===== config.mk =====
export PLATFORM = sky130hd
export DESIGN_NAME = hlr_div_seq_flat
export DESIGN_NICKNAME = d
export VERILOG_FILES = /design/src/rtl/hlr_div_pkg.sv /design/src/rtl/hlr_div_seq_if.sv /design/src/rtl/hlr_div_step.sv /design/src/rtl/hlr_div_seq.sv /design/src/flat_wrapper.sv
export SDC_FILE = /design/constraint.sdc
export NUM_CORES = 1
export LEC_CHECK = 0
export BUFFER_PORTS_ARGS = -buffer_cell sky130_fd_sc_hd__buf_4
export CORE_UTILIZATION = 35
export CTS_CLUSTER_SIZE = 12
export DETAILED_ROUTE_END_ITERATION = 6
export MAX_ROUTING_LAYER = met4
export SLEW_MARGIN = 20
export SYNTH_ARGS = -nofsm -noshare
export SYNTH_HDL_FRONTEND = slang
export SYNTH_SLANG_ARGS = --single-unit
export TNS_END_PERCENT = 100

===== constraint.sdc =====
create_clock -name clk -period 3.8 [get_ports clk]
set_input_delay 0.19 -clock clk [delete_from_list [all_inputs] [get_ports clk]]
set_output_delay 0.19 -clock clk [all_outputs]
set_load 0.02 [all_outputs]

===== src/rtl/hlr_div_pkg.sv =====
// Shared types and constants for the sequential signed divider hlr_div_seq.
// Covers the FSM state enum, operand/result widths, saturation limits and magnitude helpers.
package hlr_div_pkg;

    typedef enum logic [1:0] {
        IDLE = 2'd0,
        CALC = 2'd1,
        FIX  = 2'd2,
        DONE = 2'd3
    } state_e;

    localparam int DVD_W       = 16;
    localparam int DVS_W       = 8;
    localparam int Q_W         = 8;
    localparam int EXACT_STEPS = 16;

    localparam logic [Q_W-1:0] Q_MAX = 8'h7F;
    localparam logic [Q_W-1:0] Q_MIN = 8'h80;

    // Unsigned magnitude; the most negative value maps to 2^(W-1), which still fits.
    function automatic logic [DVD_W-1:0] abs_dvd(input logic [DVD_W-1:0] v);
        return v[DVD_W-1] ? (~v + 16'd1) : v;
    endfunction

    function automatic logic [DVS_W-1:0] abs_dvs(input logic [DVS_W-1:0] v);
        return v[DVS_W-1] ? (~v + 8'd1) : v;
    endfunction

endpackage


===== src/rtl/hlr_div_seq_if.sv =====
// Operand/result bundle for hlr_div_seq: an input handshake and an output handshake.
interface hlr_div_seq_if;
    import hlr_div_pkg::*;

    // A transfer happens on a rising edge where valid and ready are both high;
    // once raised, valid and its payload hold until that edge.
    logic             in_valid;
    logic             in_ready;
    logic [DVD_W-1:0] dividend;
    logic [DVS_W-1:0] divisor;
    logic             out_valid;
    logic             out_ready;
    logic [Q_W-1:0]   quot;
    logic [Q_W-1:0]   rem;
    logic             ovf;
    logic             dz;

    modport master (
        output in_valid, dividend, divisor, out_ready,
        input  in_ready, out_valid, quot, rem, ovf, dz
    );

    modport slave (
        input  in_valid, dividend, divisor, out_ready,
        output in_ready, out_valid, quot, rem, ovf, dz
    );

endinterface


===== src/rtl/hlr_div_step.sv =====
// One restoring division iteration on magnitudes: shift in a dividend bit, trial-subtract.
module hlr_div_step
    import hlr_div_pkg::*;
(
    input  logic [DVS_W-1:0] prem_i,
    input  logic             bit_i,
    input  logic [DVS_W-1:0] dvs_i,
    output logic [DVS_W-1:0] prem_o,
    output logic             qbit_o
);

    logic [DVS_W:0] shifted;

    // The partial remainder stays below |divisor| <= 128, so 8 bits always hold it.
    assign shifted = {prem_i, bit_i};
    assign qbit_o  = (shifted >= {1'b0, dvs_i});
    assign prem_o  = qbit_o ? DVS_W'(shifted - {1'b0, dvs_i}) : shifted[DVS_W-1:0];

endmodule


===== src/rtl/hlr_div_seq.sv =====
// Sequential signed divider, 16b / 8b -> saturated 8b quotient and 8b remainder.
// Define HLR_DIV_APPROX_EN to skip the last APPROX_BITS quotient iterations (remainder forced to 0).
module hlr_div_seq
    import hlr_div_pkg::*;
#(
    parameter int unsigned APPROX_BITS = 2
) (
    input  logic           clk,
    input  logic           rst_n,
    hlr_div_seq_if.slave   bus,
    output state_e         state_o
);

`ifdef HLR_DIV_APPROX_EN
    localparam int unsigned SKIP = APPROX_BITS;
`else
    localparam int unsigned SKIP = 0;
`endif
    localparam int unsigned STEPS     = EXACT_STEPS - SKIP;
    localparam logic [3:0]  LAST_STEP = 4'(STEPS - 1);

    if (APPROX_BITS < 1 || APPROX_BITS > 8) begin : g_bad_approx_bits
        $error("hlr_div_seq: APPROX_BITS must be in 1..8");
    end

    state_e           state_q, state_d;
    logic [3:0]       cnt_q, cnt_d;
    logic [DVD_W-1:0] dvd_q, dvd_d;
    logic [DVS_W-1:0] dvs_q, dvs_d;
    logic             dvd_neg_q, dvd_neg_d;
    logic             dvs_neg_q, dvs_neg_d;
    logic             zero_q, zero_d;
    logic [DVS_W-1:0] prem_q, prem_d;
    logic [DVD_W-1:0] qmag_q, qmag_d;
    logic [Q_W-1:0]   quot_q, quot_d;
    logic [Q_W-1:0]   rem_q, rem_d;
    logic             ovf_q, ovf_d;
    logic             dz_q, dz_d;

    logic [DVS_W-1:0] step_prem;
    logic             step_qbit;
    logic             dvd_bit;
    logic [DVD_W-1:0] qfin;

    // The dividend magnitude is never shifted, so its low byte is still there for the divide-by-zero remainder.
    assign dvd_bit = dvd_q[4'd15 - cnt_q];
    assign qfin    = qmag_q << SKIP;

    hlr_div_step u_step (
        .prem_i (prem_q),
        .bit_i  (dvd_bit),
        .dvs_i  (dvs_q),
        .prem_o (step_prem),
        .qbit_o (step_qbit)
    );

    always_comb begin
        state_d   = state_q;
        cnt_d     = cnt_q;
        dvd_d     = dvd_q;
        dvs_d     = dvs_q;
        dvd_neg_d = dvd_neg_q;
        dvs_neg_d = dvs_neg_q;
        zero_d    = zero_q;
        prem_d    = prem_q;
        qmag_d    = qmag_q;
        quot_d    = quot_q;
        rem_d     = rem_q;
        ovf_d     = ovf_q;
        dz_d      = dz_q;
        unique case (state_q)
            IDLE: begin
                if (bus.in_valid) begin
                    dvd_d     = abs_dvd(bus.dividend);
                    dvs_d     = abs_dvs(bus.divisor);
                    dvd_neg_d = bus.dividend[DVD_W-1];
                    dvs_neg_d = bus.divisor[DVS_W-1];
                    zero_d    = (bus.divisor == '0);
                    cnt_d     = '0;
                    prem_d    = '0;
                    qmag_d    = '0;
                    state_d   = CALC;
                end
            end
            CALC: begin
                prem_d = step_prem;
                qmag_d = {qmag_q[DVD_W-2:0], step_qbit};
                cnt_d  = cnt_q + 4'd1;
                if (cnt_q == LAST_STEP) state_d = FIX;
            end
            FIX: begin
                ovf_d = 1'b0;
                dz_d  = zero_q;
                if (zero_q) begin
                    quot_d = dvd_neg_q ? Q_MIN : Q_MAX;
                    rem_d  = dvd_neg_q ? (~dvd_q[7:0] + 8'd1) : dvd_q[7:0];
                    ovf_d  = 1'b1;
                end else begin
                    if (dvd_neg_q ^ dvs_neg_q) begin
                        // -128 is representable, so only magnitudes above 128 saturate.
                        if (qfin > 16'd128) begin
                            quot_d = Q_MIN;
                            ovf_d  = 1'b1;
                        end else begin
                            quot_d = ~qfin[Q_W-1:0] + 8'd1;
                        end
                    end else if (qfin > 16'd127) begin
                        quot_d = Q_MAX;
                        ovf_d  = 1'b1;
                    end else begin
                        quot_d = qfin[Q_W-1:0];
                    end
`ifdef HLR_DIV_APPROX_EN
                    rem_d = '0;
`else
                    rem_d = dvd_neg_q ? (~prem_q + 8'd1) : prem_q;
`endif
                end
                state_d = DONE;
            end
            DONE: begin
                if (bus.out_ready) state_d = IDLE;
            end
            default: state_d = IDLE;
        endcase
    end

    always_ff @(posedge clk or negedge rst_n) begin
        if (!rst_n) begin
            state_q   <= IDLE;
            cnt_q     <= '0;
            dvd_q     <= '0;
            dvs_q     <= '0;
            dvd_neg_q <= 1'b0;
            dvs_neg_q <= 1'b0;
            zero_q    <= 1'b0;
            prem_q    <= '0;
            qmag_q    <= '0;
            quot_q    <= '0;
            rem_q     <= '0;
            ovf_q     <= 1'b0;
            dz_q      <= 1'b0;
        end else begin
            state_q   <= state_d;
            cnt_q     <= cnt_d;
            dvd_q     <= dvd_d;
            dvs_q     <= dvs_d;
            dvd_neg_q <= dvd_neg_d;
            dvs_neg_q <= dvs_neg_d;
            zero_q    <= zero_d;
            prem_q    <= prem_d;
            qmag_q    <= qmag_d;
            quot_q    <= quot_d;
            rem_q     <= rem_d;
            ovf_q     <= ovf_d;
            dz_q      <= dz_d;
        end
    end

    assign bus.in_ready  = (state_q == IDLE);
    assign bus.out_valid = (state_q == DONE);
    assign bus.quot      = quot_q;
    assign bus.rem       = rem_q;
    assign bus.ovf       = ovf_q;
    assign bus.dz        = dz_q;
    assign state_o       = state_q;

endmodule


===== src/flat_wrapper.sv =====
// flat-port wrapper written by rule: the top's interface ports become plain ports
module hlr_div_seq_flat import hlr_div_pkg::*;
#(
    parameter int unsigned APPROX_BITS = 2
)
  (clk, rst_n, state_o, bus_in_valid, bus_dividend, bus_divisor, bus_out_ready, bus_in_ready, bus_out_valid, bus_quot, bus_rem, bus_ovf, bus_dz);
  hlr_div_seq_if bus_i ();
  input  logic clk;
  input  logic rst_n;
  output state_e state_o;
  input wire logic [$bits(bus_i.in_valid)-1:0] bus_in_valid;
  input wire logic [$bits(bus_i.dividend)-1:0] bus_dividend;
  input wire logic [$bits(bus_i.divisor)-1:0] bus_divisor;
  input wire logic [$bits(bus_i.out_ready)-1:0] bus_out_ready;
  output wire logic [$bits(bus_i.in_ready)-1:0] bus_in_ready;
  output wire logic [$bits(bus_i.out_valid)-1:0] bus_out_valid;
  output wire logic [$bits(bus_i.quot)-1:0] bus_quot;
  output wire logic [$bits(bus_i.rem)-1:0] bus_rem;
  output wire logic [$bits(bus_i.ovf)-1:0] bus_ovf;
  output wire logic [$bits(bus_i.dz)-1:0] bus_dz;
  assign bus_i.in_valid = bus_in_valid;
  assign bus_i.dividend = bus_dividend;
  assign bus_i.divisor = bus_divisor;
  assign bus_i.out_ready = bus_out_ready;
  assign bus_in_ready = bus_i.in_ready;
  assign bus_out_valid = bus_i.out_valid;
  assign bus_quot = bus_i.quot;
  assign bus_rem = bus_i.rem;
  assign bus_ovf = bus_i.ovf;
  assign bus_dz = bus_i.dz;
  hlr_div_seq #(.APPROX_BITS(APPROX_BITS)) u_core (.clk(clk), .rst_n(rst_n), .bus(bus_i), .state_o(state_o));
endmodule

Yosys cells after proc, flatten, opt, wreduce, memory -nomap -nowiden:

Index checks and enable logic that the tools add are counted.

* output and inout port bits: 22
* register bits: 75

* magnitude comparators: 4
* add/sub/neg operators: 8
* multiplexer cells: 27
* eq/ne operators: 7
* bitwise logic cells: 6
* reduce and logical (&&, ||, !) cells: 6

Operators by type and width (count)
* 8-bit two-way mux: 11
* 8-bit by 1-bit adder with 8-bit output, second input constant: 4
* 16-bit two-way mux: 2
* 8-bit NOT: 4
* 16-bit one-hot mux with 2 select lines: 1
* 16-bit by 1-bit adder with 16-bit output, second input constant: 1
* 16-bit by 7-bit > comparator with 1-bit output, second input constant: 1
* 16-bit by 8-bit > comparator with 1-bit output, second input constant: 1
* 16-bit NOT: 1
* 8-bit one-hot mux with 2 select lines: 1
* 9-bit by 8-bit >= comparator with 1-bit output: 1
* 8-bit zero test: 1
* 2-bit one-hot mux with 4 select lines: 1
* 4-bit one-hot mux with 2 select lines: 1
* 8-bit subtractor: 1
* 2-bit two-way mux: 3
* 4-bit by 5-bit less-than comparator with 1-bit output, second input constant: 1
* 1-bit two-way mux: 5
* 4-bit by 1-bit adder with 4-bit output, second input constant: 1
* 1-bit binary-select mux with 4-bit select: 1
* 2-bit == test, second input constant: 2
* 4-bit == test, second input constant: 1
* 4-bit two-way mux: 1
* 2-bit inequality test, second input constant: 2
* 8 further kinds: 9

Depth between registers and ports, before layout:

Gate-level depths: netlist (run 1).

* word-level depth: 6
* gate-level depth with buffers: 12

By module:

Synthesis (run 1) repeated with hierarchy kept, for this count alone.

* cells, all modules: 483
* area, all modules: 4758.3 um^2

By module, submodules not included
* hlr_div_seq: cells an instance 414, area an instance 4237.8 um^2, times used 1
* hlr_div_step: cells an instance 69, area an instance 520.5 um^2, times used 1

Worst setup path before layout (run 1):

Ideal clock, no wire load.

* kind: reg-to-reg
* start point: register u_core.cnt_q[0]
* end point: register u_core.prem_q[6]
* setup time: 0.087 ns
* data arrival time: 3.167 ns
* cell stages (with the launch flop): 13
* path slack: 0.546 ns
* data required time: 3.713 ns
* cell sequence: dfrtp_1 clkbuf_1 mux4_2 mux4_2 inv_1 ha_1 inv_1 fa_1 a211o_1 a2111oi_0 nand3b_1 o211ai_1 o211ai_1

* word-level cells in the longest chain between the ends: 6
* elaborated cells between the ends (all ways): 7

Ends and longest elaborated chain
* start: declaration: line hlr_div_seq.sv:27 `logic [3:0] cnt_q, cnt_d;`
* start signal: assignment: line hlr_div_seq.sv:145 `cnt_q <= cnt_d;`
* 4-bit subtractor *: line hlr_div_seq.sv:46 `assign dvd_bit = dvd_q[4'd15 - cnt_q];`
* 1-bit binary-select mux with 4-bit select *: line hlr_div_seq.sv:46
* 1-bit two-way mux (not written as such) *: line hlr_div_seq.sv:46
* 8-bit subtractor / 9-bit by 8-bit >= comparator with 1-bit output (equally long branches): line hlr_div_step.sv:17, hlr_div_step.sv:16
* 8-bit two-way mux *: line hlr_div_step.sv:17 `assign prem_o = qbit_o ? DVS_W'(shifted - {1'b0, dvs_i}) : shifted[DVS_W-1:0];`
* 8-bit one-hot mux with 2 select lines *: line hlr_div_seq.sv:71 `unique case (state_q)`
* end signal: assignment: line hlr_div_seq.sv:151 `prem_q <= prem_d;`
* end: declaration: line hlr_div_seq.sv:33 `logic [DVS_W-1:0] prem_q, prem_d;`

Every way passes the cells marked *; elsewhere a longest branch is shown, timed or not. The select of a mux whose other input is x is not followed.
A chain may end at the register's enable or synchronous reset.

Final worst setup path (run 1):

Same ends and word-level chain as after synthesis.

==> results of run 1 <==
==> cell type report <==
| cell class | count | area share |
|---|---|---|
| Clock buffer | 11 | 0.04626 |
| Clock inverter | 4 | 0.009160 |
| Inverter | 34 | 0.02336 |
| Multi-Input combinational cell | 361 | 0.4642 |
| Sequential cell | 75 | 0.3435 |
| Tap cell | 172 | 0.03939 |
| Timing Repair Buffer | 54 | 0.07419 |
==> worst paths after layout <==
path	start	end	slack, ns
min in group clk	bus_divisor[6]	u_core.zero_q	0.07
hold / removal	rst_n	u_core.qfin[15]	0.007
setup reg to reg	u_core.cnt_q[0]	u_core.prem_q[6]	0.40
max in group asynchronous	rst_n	u_core.dvd_q[11]	3.18
hold reg to reg	u_core.dvs_q[4]	u_core.dvs_q[4]	0.48
setup / recovery	u_core.cnt_q[0]	u_core.prem_q[6]	0.40
==> cell usage after synthesis, drive strengths merged, types with 5 or more instances <==
cell type / instances / area, um^2
mux2i: 6 / 60.06
nor3: 14 / 70.07
nand3: 5 / 25.02
nor2: 15 / 56.30
mux4: 6 / 135.1
o211ai: 12 / 90.09
nor2b: 13 / 81.33
or4: 8 / 67.56
o31ai: 9 / 67.56
o21ai: 47 / 239.0
ha: 18 / 225.2
a21oi: 5 / 25.02
a22o: 15 / 133.9
xor2: 24 / 210.2
or3: 7 / 48.80
nand2: 62 / 232.7
xnor2: 6 / 52.55
dfrtp: 75 / 1877
a31oi: 6 / 37.54
o311ai: 5 / 43.79
inv: 34 / 127.6
mux2: 7 / 78.83
clkbuf: 22 / 82.58
nand2b: 11 / 68.82
==> per-layer routing <==
layer	track usage	wire, um	up-vias
li1	-	-	1884
met4	0.06414	230	0
met3	0.03244	350	18
met1	0.2352	5321	1734
met2	0.2414	4517	83
met5	-	0	-
==> report_power, final <==
part	switching [W]	internal, W
Sequential	0.000357	0.00110
Combinational	0.00133	0.00107
Clock	0.000314	0.000539
==> state kept, by name, summed over array words and instances (netlist names), 2 cells and up <==
name             flops
u_core.qfin         16
u_core.cnt_q         4
u_core.prem_q        8
u_core.bus.rem       8
u_core.state_o       2
u_core.dvs_q         8
u_core.dvd_q        16
u_core.bus.quot      8
==> cell families after synthesis <==
logic type,after synthesis,synth area share
DFF,75,0.4045
adders and majority gates,19,0.05286
and+or+nand+nor,155,0.1699
buffers and inverters,60,0.04881
muxes,19,0.05906
AOI/OAI and AO/OA,138,0.2082
xor gates and xnor gates,30,0.05663
==> metrics by stage <==
stage               setup WS (ns)  utilization  instance area, um^2
floorplan                  0.5461            -                 4639
global placement           0.4869       0.4041                 5161
detailed placement         0.4063       0.4041                 5161
CTS                        0.3909       0.4278                 5464
global route               0.1043       0.4278                 5464
finish                     0.4013       0.4278                 5464
==> worst register-to-register path, stage by stage, from the launching register on <==
cell and delay, ns:
dfrtp_1 0.56, mux4_2 0.55, mux4_2 0.48, inv_1 0.11
ha_1 0.17, inv_1 0.05, fa_1 0.40, a211o_1 0.30
a2111oi_0 0.32, nand3b_1 0.15, o211ai_1 0.09, o211ai_1 0.12
==> flow_summary_export.csv, run 1 <==
group,metric,value,unit
outcome,status,"complete, no violations",
sta,finalSetupViolations,0,
critical_path,worstPathRequired,4.05,ns
critical_path,cp-end-kind,"flop",
sta,timing.fmax,294.2,MHz
floorplan,die_area,0.01372,mm^2
cts,cts_hold_buffers,0,
power_and_ir_drop,total_power,0.004704,W
global_route,first_global_vias,3493,
sta,fin_hold_ws,0.006755,ns
final_layout,drive_gt1_frac,0.1763,
cts,cts_buffers,9,
sta,slew_headroom,0.3683,
routing,num_vias,3719,
critical_path,cp_slowest_stage_delay,0.56,ns
synth,syn_nets,543,
cts,cts_tree,"done",
cts,cts_setup_buffers,0,
routing,first_pass_iters,4,
global_route,grt_pass1_wl,17420,um
critical_path,r2r_cells,11,
final_layout,multi_input_area,0.002536,mm^2
final_layout,fin_nets,582,
critical_path,crit_fanout,9,
cts,clk_path_buf_depth,2,
cts,clk_pin_slew,0.06,ns
global_route,grt_overflow_total,0,
final_layout,stdcell_count,711,
global_route,track_usage,0.1687,
synth,synth_seq_cells,75,
critical_path,worstSetupPathType,"flop to flop",
sta,tightest_slew,0.9475,ns
critical_path,crit_buf_inv,2,
critical_path,worstPathArrival,3.65,ns
synth,synth_edf_count,0,
final_layout,layout_commonest_cell,"dfrtp_1",
final_layout,seq_area,0.001877,mm^2
synth,syn_inst,496,
global_route,antenna_found_initial,0,
routing,drt_iter0_drc,201,
sta,hold_violations,0,
cts,clock_sinks,75,
cts,clockRootBuffer,"clkbuf_16",
final_layout,mostFrequentLayoutCells,"75 x dfrtp_1, 62 x nand2_1, 54 x buf_4",
routing,routed_via_density,5.231,
worst_hold_path,holdCritPathClass,"input pin to asynchronous set/reset pin",
floorplan,core_area,0.01277,mm^2
critical_path,path_cells,"mux4_2 -> mux4_2 -> inv_1 -> ha_1 -> inv_1 -> fa_1 -> a211o_1 -> a2111oi_0 -> nand3b_1 -> o211ai_1 -> o211ai_1",
synth,ys_seq_area_frac,0.4045,
run,max-cap-violations,0,
final_layout,area_growth,17.77,%
floorplan,fp.dieW,117.1,um
critical_path,crit_path_top_delay_cell,"dfrtp_1",
routing,remaining_drc_errors,0,
synth,synthArstFlopShare,1.000,
placed_design,io_buffers,49,
synth,synth_cell_types,56,
sta,slew_violations,0,
floorplan,io_pins,50,
placed_design,gp_congestion,0.9336,
final_layout,fill_cells,1252,
sta,clock_skew,0.003774,ns
global_route,grt_max_degree,76,
synth,synth_area,0.004639,mm^2
routing,drtAntennaViolNets,0,
power_and_ir_drop,power.density,860.9,mW/mm^2
critical_path,path_delay_family,"multiplexers",
synth,synth.avg_cell_area,9.354,um^2
power_and_ir_drop,leakagePower,2.430,nW
sta,setup_tns,0,ns
cts,clock_latency,0.33,ns
routing,drt-total-wl,10420,um
synth,ys.flop_type,"dfrtp_1",
floorplan,initial_core_util,0.3632,
power_and_ir_drop,irDropWorstVdd,0.0002668,V
final_layout,n_antenna_cell,0,
sta,min_period,3.399,ns
cts,cts_max_level,3,
floorplan,num_rows,41,
sta,rsz0062_at_grt,"no",
placed_design,placed_cells,696,
synth,ys_warn_count,0,
floorplan,fp.dieH,117.1,um
critical_path,cp.depth,11,
cts,cts_resized,0,
critical_path,start_kind,"flop",
placed_design,place_hpwl,7573,um
routing,wire_per_inst,14.66,um
sta,finalCritPeriodShare,0.8944,
(Power assumes the default switching activity.)
==> inputs of run 2 (changes only) <==
--- a/config.mk
+++ b/config.mk
@@ -13,5 +13,6 @@
 export SLEW_MARGIN = 20
 export SYNTH_ARGS = -nofsm -noshare
 export SYNTH_HDL_FRONTEND = slang
+export SYNTH_HIERARCHICAL = 1
 export SYNTH_SLANG_ARGS = --single-unit
 export TNS_END_PERCENT = 100
==> run 2 against run 1 <==
  * Sequential share of layout area down 0.95 points
  * Setup slack got worse by 0.089 ns
  * Routed wire length rose by 3.6%
  * Critical endpoint is now u_core/prem_q[4]
  * Register-to-register slack got worse by 0.09 ns
  * Count of clock-buffer cells in the layout up 1
  * Final area grew 2.8%
==> flow_summary_export.csv, run 2 <==
group,metric,value,unit
outcome,status,"complete, no violations",
critical_path,r2r_cells,10,
sta,hold_violations,0,
placed_design,gp_congestion,0.8900,
floorplan,initial_core_util,0.3593,
routing,drt_iter0_drc,243,
critical_path,start_kind,"flop",
sta,slew_violations,0,
cts,cts_buffers,9,
synth,syn_nets,530,
critical_path,crit_fanout,8,
sta,rsz0062_at_grt,"no",
synth,synth_area,0.004758,mm^2
cts,cts_setup_buffers,0,
placed_design,io_buffers,49,
final_layout,fill_cells,1285,
floorplan,fp.dieW,118.6,um
global_route,busiest_layer,"met2",
synth,synth_most_common_cell,"dfrtp_1",
synth,synth_seq_cells,75,
global_route,grt_overflow_total,0,
placed_design,place_ws,0.3118,ns
worst_hold_path,holdCritPathClass,"input pin to asynchronous set/reset pin",
global_route,track_usage,0.1691,
global_route,grt_max_degree,76,
global_route,gr-usage-met1,0.2257,
floorplan,num_rows,42,
critical_path,worstSetupPathType,"flop to flop",
synth,syn_inst,483,
sta,tightest_slew,1.074,ns
final_layout,layout_commonest_cell,"dfrtp_1",
synth,yosysTopAreaCellShare,0.3944,
final_layout,n_antenna_cell,0,
critical_path,worstPathArrival,3.71,ns
routing,num_vias,3750,
global_route,use_met2,0.2544,
critical_path,reg2reg_slack,0.31,ns
run,max-cap-violations,0,
final_layout,mostFrequentLayoutCells,"75 x dfrtp_1, 51 x buf_4, 43 x nand2_1",
synth,yosys.area.top_type,"dfrtp_1",
sta,min_period,3.488,ns
floorplan,die_area,0.01407,mm^2
final_layout,area_growth,18.09,%
global_route,grt_pass1_wl,18420,um
cts,cts_resized,0,
synth,synth.avg_cell_area,9.852,um^2
synth,ys_warn_count,6,
critical_path,startpoint,"u_core/cnt_q[0]",
critical_path,worstPathRequired,4.02,ns
power_and_ir_drop,total_power,0.005290,W
global_route,antenna_found_initial,0,
power_and_ir_drop,irDropWorstVdd,0.0003007,V
global_route,first_global_vias,3653,
critical_path,timing.rr.start,"u_core/cnt_q[0]",
sta,clock_skew,0.007544,ns
critical_path,r2r_end,"u_core/prem_q[4]",
sta,finalSetupViolations,0,
cts,clk_pin_slew,0.06,ns
global_route,grtUsageMet3,0.02558,
floorplan,fp.dieH,118.6,um
sta,setup_tns,0,ns
floorplan,core_area,0.01324,mm^2
cts,clockRootBuffer,"clkbuf_16",
power_and_ir_drop,leakagePower,2.526,nW
critical_path,cp-end-kind,"flop",
routing,remaining_drc_errors,0,
cts,cts_max_level,3,
cts,clock_latency,0.34,ns
routing,routed_via_density,5.388,
final_layout,fin_nets,562,
routing,drt-total-wl,10800,um
cts,cts_hold_buffers,0,
placed_design,place_hpwl,7863,um
sta,timing.fmax,286.7,MHz
synth,synth_edf_count,0,
synth,synth_cell_types,66,
synth,synth_commonest_cells,"75 x dfrtp_1, 43 x nand2_1, 34 x inv_1, 34 x o21ai_0, 25 x a22o_1",
cts,clock_sinks,75,
synth,ys.flop_type,"dfrtp_1",
final_layout,stdcell_count,696,
synth,ys_seq_area_frac,0.3944,
routing,wire_per_inst,15.51,um
floorplan,io_pins,50,
cts,clk_path_buf_depth,2,
routing,first_pass_iters,5,
sta,slew_headroom,0.2839,
synth,synth_area_leaders,"dfrtp_1 39%, ha_1 4.7%, a22o_1 4.6%",
final_layout,drive_gt1_frac,0.2000,
power_and_ir_drop,power.density,941.4,mW/mm^2
sta,finalCritPeriodShare,0.9179,
sta,fin_hold_ws,0.01152,ns
placed_design,placed_cells,680,
routing,drtAntennaViolNets,0,
cts,cts_tree,"done",
synth,synthArstFlopShare,1.000,
sta,setup_ws,0.3119,ns
==> run 2: changes by cell type in the layout (fill, tap and decap cells not counted), sizes merged, moves of 6 or more <==
| cell | change |
|---|---|
| nor2b | -6 |
| nand2 | -19 |
| mux2i | +7 |
| a22o | +11 |
| a21oi | +6 |
| o211ai | -9 |
==> run 2: stage by stage <==
step,instance area [um^2],util
after floorplan,4758,-
after global placement,5243,0.3959
after CTS,5619,0.4243
after detailed placement,5243,0.3959
after global routing,5619,0.4243
final,5619,0.4243
==> run 2: critical path, cell delays in order, from the launching register on <==
cell     delay, ns
dfrtp_1       0.53
mux4_2        0.57
mux4_2        0.47
inv_1         0.09
ha_1          0.25
or2b_1        0.24
a21oi_2       0.15
o21ai_2       0.08
a41oi_4       0.39
mux2_2        0.38
a22o_2        0.22
==> run 2: layout make-up <==
class                   instances  area, um^2  area share
multi-input cells             344        2635      0.4689
flip-flops and latches         75        1877      0.3340
repair buffers                 51       382.9     0.06814
clock buffers                  12       256.5     0.04565
well taps                     176       220.2     0.03919
inverters                      34       127.6     0.02271
clock inverters                 4       120.1     0.02138
==> run 2: worst max path at each step <==
stage / end / slack, ns
floorplan: u_core/prem_q[4] / 0.40
global placement: u_core/prem_q[4] / 0.35
detailed placement: u_core/prem_q[4] / 0.31
CTS: u_core/prem_q[4] / 0.29
global route: u_core/prem_q[4] / 0.17
finish: u_core/prem_q[4] / 0.31
==> run 2: where the power goes <==
| part | total, W | switching, W | leakage (nW) | internal [W] |
|---|---|---|---|---|
| registers | 0.00148 | 0.000363 | 0.970 | 0.00112 |
| clock network | 0.00107 | 0.000330 | 0.183 | 0.000744 |
| logic | 0.00274 | 0.00147 | 1.37 | 0.00126 |
| total | 0.00529 | 0.00216 | 2.53 | 0.00313 |
==> run 2: cells by family (layout without fill, tap and decap cells) <==
kind of cell	after synthesis	count (layout)	share of synthesized area
adder cells (fa/ha/maj)	19	19	0.05154
multiplexers	30	30	0.08178
AND/OR/NAND/NOR	129	129	0.1444
AO/OA/AOI/OAI	135	135	0.2164
flip-flops	75	75	0.3944
buffers and inverters	64	101	0.05443
XOR/XNOR	31	31	0.05706
==> run 2: metal layers <==
layer	vias to the layer above	share of wire
met5	-	0
met4	0	0.025
met3	19	0.032
met2	84	0.47
met1	1814	0.48
li1	1833	-
